## config.mk

```make
export PLATFORM = sky130hd
export DESIGN_NAME = seg_scan_ctrl
export DESIGN_NICKNAME = d
export VERILOG_FILES = /design/src/rtl/seg_scan_ctrl.sv
export SDC_FILE = /design/constraint.sdc
export NUM_CORES = 1
export LEC_CHECK = 0
export ABC_AREA = 1
export CAP_MARGIN = 40
export CORE_MARGIN = 1
export CORE_UTILIZATION = 44
export CTS_CLUSTER_SIZE = 8
export DETAILED_ROUTE_END_ITERATION = 16
export HOLD_SLACK_MARGIN = 0.12
export PLACE_DENSITY = 0.66
export SLEW_MARGIN = 10
export SYNTH_ARGS = -nofsm -noshare
export SYNTH_HDL_FRONTEND = slang
export SYNTH_SLANG_ARGS = --single-unit
```

## constraint.sdc

```tcl
create_clock -name clk -period 3.5 [get_ports clk]
set_clock_uncertainty 0.05 [all_clocks]
set_input_delay 0.525 -clock clk [delete_from_list [all_inputs] [get_ports clk]]
set_output_delay 0.525 -clock clk [all_outputs]
set_load 0.1 [all_outputs]
```

## src/rtl/seg_scan_ctrl.sv

```systemverilog
// Scan scheduler for a 4-digit 7-segment display: steps an 8-slot ping-pong
// select code, blanks the start of each slot, and swaps double-buffered data only at frame ends.
module seg_scan_ctrl #(
    parameter int SLOT_CYC  = 50000,
    parameter int BLANK_CYC = 500
) (
    input  logic        clk,
    input  logic        rst,
    input  logic        en,
    input  logic        load,
    input  logic [15:0] data_in,
    input  logic [3:0]  dp_in,
    input  logic [3:0]  blank_in,
    output logic [3:0]  sel,
    output logic [7:0]  seg_data,
    output logic        frame_done,
    output logic        busy
);

    localparam int CW = $clog2(SLOT_CYC);
    localparam logic [CW-1:0] SLOT_LAST  = CW'(SLOT_CYC - 1);
    localparam logic [CW-1:0] BLANK_LAST = CW'(BLANK_CYC - 1);

    localparam logic [1:0] ST_IDLE  = 2'd0;
    localparam logic [1:0] ST_BLANK = 2'd1;
    localparam logic [1:0] ST_SHOW  = 2'd2;

    logic [1:0]    state, state_next;
    logic [CW-1:0] cnt, cnt_next;
    logic [3:0]    code, code_next;
    logic          wrap;
    logic          swap;

    logic [15:0]   act_data, pend_data;
    logic [3:0]    act_dp, pend_dp;
    logic [3:0]    act_blank, pend_blank;
    logic          pend_flag;

    logic [1:0]    digit;
    logic [3:0]    nibble;
    logic [7:0]    font_bits;
    logic [7:0]    seg_next;
    logic [3:0]    sel_next;

    function automatic logic [7:0] hex_font(input logic [3:0] v);
        case (v)
            4'h0: return 8'hC0;
            4'h1: return 8'hF9;
            4'h2: return 8'hA4;
            4'h3: return 8'hB0;
            4'h4: return 8'h99;
            4'h5: return 8'h92;
            4'h6: return 8'h82;
            4'h7: return 8'hF8;
            4'h8: return 8'h80;
            4'h9: return 8'h90;
            4'hA: return 8'h88;
            4'hB: return 8'h83;
            4'hC: return 8'hC6;
            4'hD: return 8'hA1;
            4'hE: return 8'h86;
            default: return 8'h8E;
        endcase
    endfunction

    // Ping-pong order: codes 1..4 walk digits 0..3, codes 5..8 walk back 3..0.
    function automatic logic [1:0] digit_of(input logic [3:0] c);
        case (c)
            4'd1, 4'd8: return 2'd0;
            4'd2, 4'd7: return 2'd1;
            4'd3, 4'd6: return 2'd2;
            default:    return 2'd3;
        endcase
    endfunction

    always_comb begin
        state_next = state;
        cnt_next   = cnt;
        code_next  = code;
        wrap       = 1'b0;
        if (!en) begin
            state_next = ST_IDLE;
            cnt_next   = '0;
            code_next  = 4'd1;
        end else begin
            case (state)
                ST_IDLE: begin
                    state_next = ST_BLANK;
                    cnt_next   = '0;
                    code_next  = 4'd1;
                end
                ST_BLANK: begin
                    cnt_next = cnt + 1'b1;
                    if (cnt == BLANK_LAST) state_next = ST_SHOW;
                end
                ST_SHOW: begin
                    if (cnt == SLOT_LAST) begin
                        state_next = ST_BLANK;
                        cnt_next   = '0;
                        if (code == 4'd8) begin
                            code_next = 4'd1;
                            wrap      = 1'b1;
                        end else begin
                            code_next = code + 4'd1;
                        end
                    end else begin
                        cnt_next = cnt + 1'b1;
                    end
                end
                default: begin
                    state_next = ST_IDLE;
                    cnt_next   = '0;
                    code_next  = 4'd1;
                end
            endcase
        end
    end

    // Outputs are registered from the next-state view so they line up with the state they describe.
    always_comb begin
        digit     = digit_of(code_next);
        nibble    = act_data[{digit, 2'b00} +: 4];
        font_bits = hex_font(nibble);
        seg_next  = 8'hFF;
        if (state_next == ST_SHOW && !act_blank[digit])
            seg_next = {~act_dp[digit], font_bits[6:0]};
        sel_next = (state_next == ST_IDLE) ? 4'd0 : code_next;
    end

    assign swap = wrap || (state == ST_IDLE && pend_flag);

    // NOTE: all state updates use non-blocking assignments so every register sees pre-edge values.
    always_ff @(posedge clk or posedge rst) begin
        if (rst) begin
            state      <= ST_IDLE;
            cnt        <= '0;
            code       <= 4'd1;
            act_data   <= '0;
            act_dp     <= '0;
            act_blank  <= 4'hF;
            pend_data  <= '0;
            pend_dp    <= '0;
            pend_blank <= 4'hF;
            pend_flag  <= 1'b0;
            sel        <= 4'd0;
            seg_data   <= 8'hFF;
            frame_done <= 1'b0;
            busy       <= 1'b0;
        end else begin
            state      <= state_next;
            cnt        <= cnt_next;
            code       <= code_next;
            sel        <= sel_next;
            seg_data   <= seg_next;
            frame_done <= wrap;
            busy       <= (state_next != ST_IDLE);
            if (swap) begin
                act_data  <= pend_data;
                act_dp    <= pend_dp;
                act_blank <= pend_blank;
            end
            // A load on a swap edge wins the flag: the fresh values still await the next swap.
            if (load) begin
                pend_data  <= data_in;
                pend_dp    <= dp_in;
                pend_blank <= blank_in;
                pend_flag  <= 1'b1;
            end else if (swap) begin
                pend_flag <= 1'b0;
            end
        end
    end

endmodule

```

==> results.json <==
{
  "crit_family": "simple AND/OR/NAND/NOR gates",
  "timing.fmax_ghz": 0.328,
  "synth_xor_area_share_pct": 1.02,
  "drc": 0,
  "grt_setup_unrepaired": "false",
  "status": "completed",
  "grt_overflow": 0,
  "gr-usage-all-layers_pct": 18.6,
  "p_sw_uw": 646,
  "hold_path_depth": 2,
  "p_leak_nw": 2.55,
  "worst-setup-path-type": "register to register",
  "required_ns": 3.73,
  "fillers": 885,
  "synth_top_family_by_area": "simple AND/OR/NAND/NOR gates",
  "syn_area_sq_um": 4300,
  "cts_root_buffer": "clkbuf_8",
  "grt_pass1_wl_um": 14700,
  "hold_end": "pend_blank[2]",
  "clock_power_share_pct": 34.1,
  "maxCapViolations": 0,
  "clockBufferDepth": 2,
  "p_per_area_nw_per_um2": 434,
  "core_sq_um": 9370,
  "grt_pass1_vias": 3292,
  "synth_edf_count": 0,
  "ys.flop_type": "dfrtp_1",
  "cts_tree": "yes",
  "dieArea_sq_um": 10200,
  "totalWireLength_um": 8370,
  "worst_hold_path_type": "register to register",
  "cts-hold-fix-buffers": 0,
  "htreeDepth": 3,
  "cts-resized-gates": 0,
  "r2r-start": "cnt[0]",
  "crit_path_top_delay_cell": "dfrtp_1",
  "area_delta_synth_final_pct": 23.5,
  "cp_num_buf_inv": 4,
  "dieWidth_um": 101,
  "diodes": 0,
  "power_mw": 2.30,
  "async_reset_ff_share_pct": 100,
  "syn_area_per_cell_sq_um": 8.36,
  "finalSetupViolCount": 0,
  "gp_congestion": 0.936,
  "via_per_inst": 4.68,
  "crit_chain": "ha_1 -> nand3_2 -> nor2_1 -> nand4_1 -> nand2_1 -> inv_1 -> nand2_2 -> inv_1 -> nand2_1 -> inv_1 -> nand2_1 -> nand2_2 -> nor2_2 -> nand2_1 -> nand3_1 -> nand2_2 -> inv_1 -> ha_1 -> nand3_2 -> o21ai_1 -> nand2_1 -> nand2_1",
  "hpwlAfterDp_um": 6460,
  "period_minus_slack_ns": 3.04,
  "hold_viol": 0,
  "vias": 3319,
  "hp-start": "pend_blank[2]",
  "crit_fanout": 9,
  "drv_slew": 0,
  "grt_util_met2_pct": 32.1,
  "row_count": 35,
  "synth_fa_ha_area_share_pct": 4.07,
  "swShare_pct": 28.0,
  "postRouteAntennaNets": 0,
  "max_stage_delay_ns": 0.39,
  "syn_inst": 515,
  "period_share_pct": 87.0,
  "num_io_pins": 42,
  "ir_drop_v": 0.000225,
  "drive_above_1_share_pct": 18.4,
  "synth_warnings": 0,
  "clk_latency_ns": 0.35,
  "start_kind": "register",
  "arrival_ns": 3.28,
  "synth_compound_area_share_pct": 5.29,
  "busiest_layer": "met2",
  "drt_iter0_drc": 109,
  "grt_use_met1_pct": 23.5,
  "seqPwrFrac_pct": 48.5,
  "die_y_um": 101,
  "worst_pin_slew_ns": 0.682,
  "antenna_found_initial": 0,
  "grt_use_met3_pct": 2.98,
  "relSlewSlack_pct": 54.5,
  "synth.distinct_cells": 35,
  "synth.area.mux_share_pct": 2.09,
  "nets": 617,
  "crit_top_cell": "nand2_1",
  "cts_buffers": 9,
  "p_int_mw": 1.66,
  "synth_nets": 557,
  "utilization_pct": 56.7,
  "synth-simple-area-share_pct": 30.0,
  "io_buffers": 41,
  "postCtsSetupRepairBufs": 0,
  "dr.pass1.iters": 4,
  "seq_area_frac_synth_pct": 49.9,
  "clk_pin_slew_ns": 0.09,
  "reg2reg_depth": 22,
  "grt_max_degree": 35,
  "combPwrFrac_pct": 17.5,
  "wire_per_inst_um": 11.8,
  "endpoint_kind": "register",
  "synth-seq-cells": 85,
  "tns_ns": 0,
  "start_util_pct": 45.9,
  "timing.rr.end": "seg_data[5]",
  "cts_sinks": 85,
  "rrSetupSlack_ns": 0.46
}
[power by group through the flow]
stage / combinational [mW] / sequential (mW) / clock (mW)
after floorplan: 0.280 / 1.14 / 0
after global placement: 0.385 / 1.14 / 0
after detailed placement: 0.404 / 1.14 / 0
after CTS: 0.406 / 1.12 / 0.805
after global routing: 0.459 / 1.13 / 0.854
final: 0.402 / 1.12 / 0.785
[final cells by class]
cell class | count | area (sq um) | share of cell area, %
multi-input combinational | 349 | 1830 | 34.4
sequential | 85 | 2150 | 40.4
inverter | 68 | 264 | 4.97
timing repair buffer | 62 | 681 | 12.8
clock inverter | 6 | 92.6 | 1.74
clock buffer | 10 | 138 | 2.59
tap | 129 | 161 | 3.04
[synthesized netlist by cell type (2+ instances only)]
library cell / instances / area [sq um]
nand2_1: 151 / 567
dfrtp_1: 68 / 1700
inv_1: 62 / 233
nand3_1: 39 / 195
nor2_1: 39 / 146
o21ai_0: 24 / 120
dfstp_2: 17 / 447
nand2_2: 16 / 100
ha_1: 14 / 175
a21oi_1: 12 / 60.1
clkbuf_1: 9 / 33.8
mux2_2: 8 / 90.1
nand3_2: 8 / 80.1
nand4_1: 5 / 31.3
nor2_2: 5 / 31.3
nor3_1: 5 / 25.0
inv_2: 4 / 15.0
nand2_4: 4 / 45.0
nor4_1: 4 / 25.0
xor2_1: 4 / 35.0
buf_2: 2 / 10.0
buf_6: 2 / 22.5
[stage by stage]
step	hold slack (ns)	cells	setup slack [ns]	instance area [sq um]
3_3_place_gp	0.397	678	0.430	4860
3_5_place_dp	0.409	693	0.352	5080
6_report	0.418	709	0.455	5310
4_1_cts	0.423	709	0.462	5310
5_1_grt	0.436	709	0.139	5310
2_1_floorplan	0.383	515	0.760	4300
[tightest hold or removal path, stage by stage (launching register included)]
cell	delay (ns)
dfstp_2	0.38
nand2_1	0.05
nand2_1	0.04
[routing by layer]
layer / wire length [um] / part of all wire [%]
met2: 4110 / 49
met1: 3980 / 48
met4: 45 / 0.54
met3: 235 / 2.8
met5: 0 / 0
[how the worst max path moves through the flow]
stage	from	endpoint	slack, ns	cells past startpoint
final	cnt[0]	seg_data[5]	0.46	22
after global routing	cnt[0]	seg_data[0]	0.14	20
after CTS	cnt[0]	seg_data[5]	0.46	20
after detailed placement	en	seg_data[5]	0.35	18
after global placement	en	seg_data[0]	0.43	19
after floorplan	rst	act_data[0]	0.76	1
[logic make-up after synthesis]
family / count (synthesis)
AOI/OAI and AO/OA: 42
xor gates and xnor gates: 5
adders and majority gates: 14
buffers and inverters: 81
DFF: 85
muxes: 8
and+or+nand+nor: 280
[sequential cells by signal, summed over array words and instances, names as in the netlist]
register / count
act_dp: 4
code: 4
sel: 4
act_data: 16
pend_data: 16
seg_data: 8
act_blank: 4
pend_blank: 4
frame_done: 1
cnt: 16
state: 2
pend_dp: 4
busy: 1
pend_flag: 1
[cells in the final DEF (no fill, tap or decap), types with 2 or more instances in the layout]
master,n
o21ai_0,24
dfrtp_1,68
clkdlybuf4s50_1,41
ha_1,14
nand3_2,8
bufinv_16,2
inv_2,4
nand3_1,39
buf_8,15
a21oi_1,12
nor2_2,5
clkbuf_8,10
nand2_2,16
inv_6,2
xor2_1,4
dfstp_2,17
nor2_1,39
inv_1,61
buf_4,6
nand2_4,4
clkinvlp_4,2
nor4_1,4
nand4_1,5
nor3_1,5
mux2_2,8
nand2_1,151
Note: power is estimated with default switching activity, not from simulation.
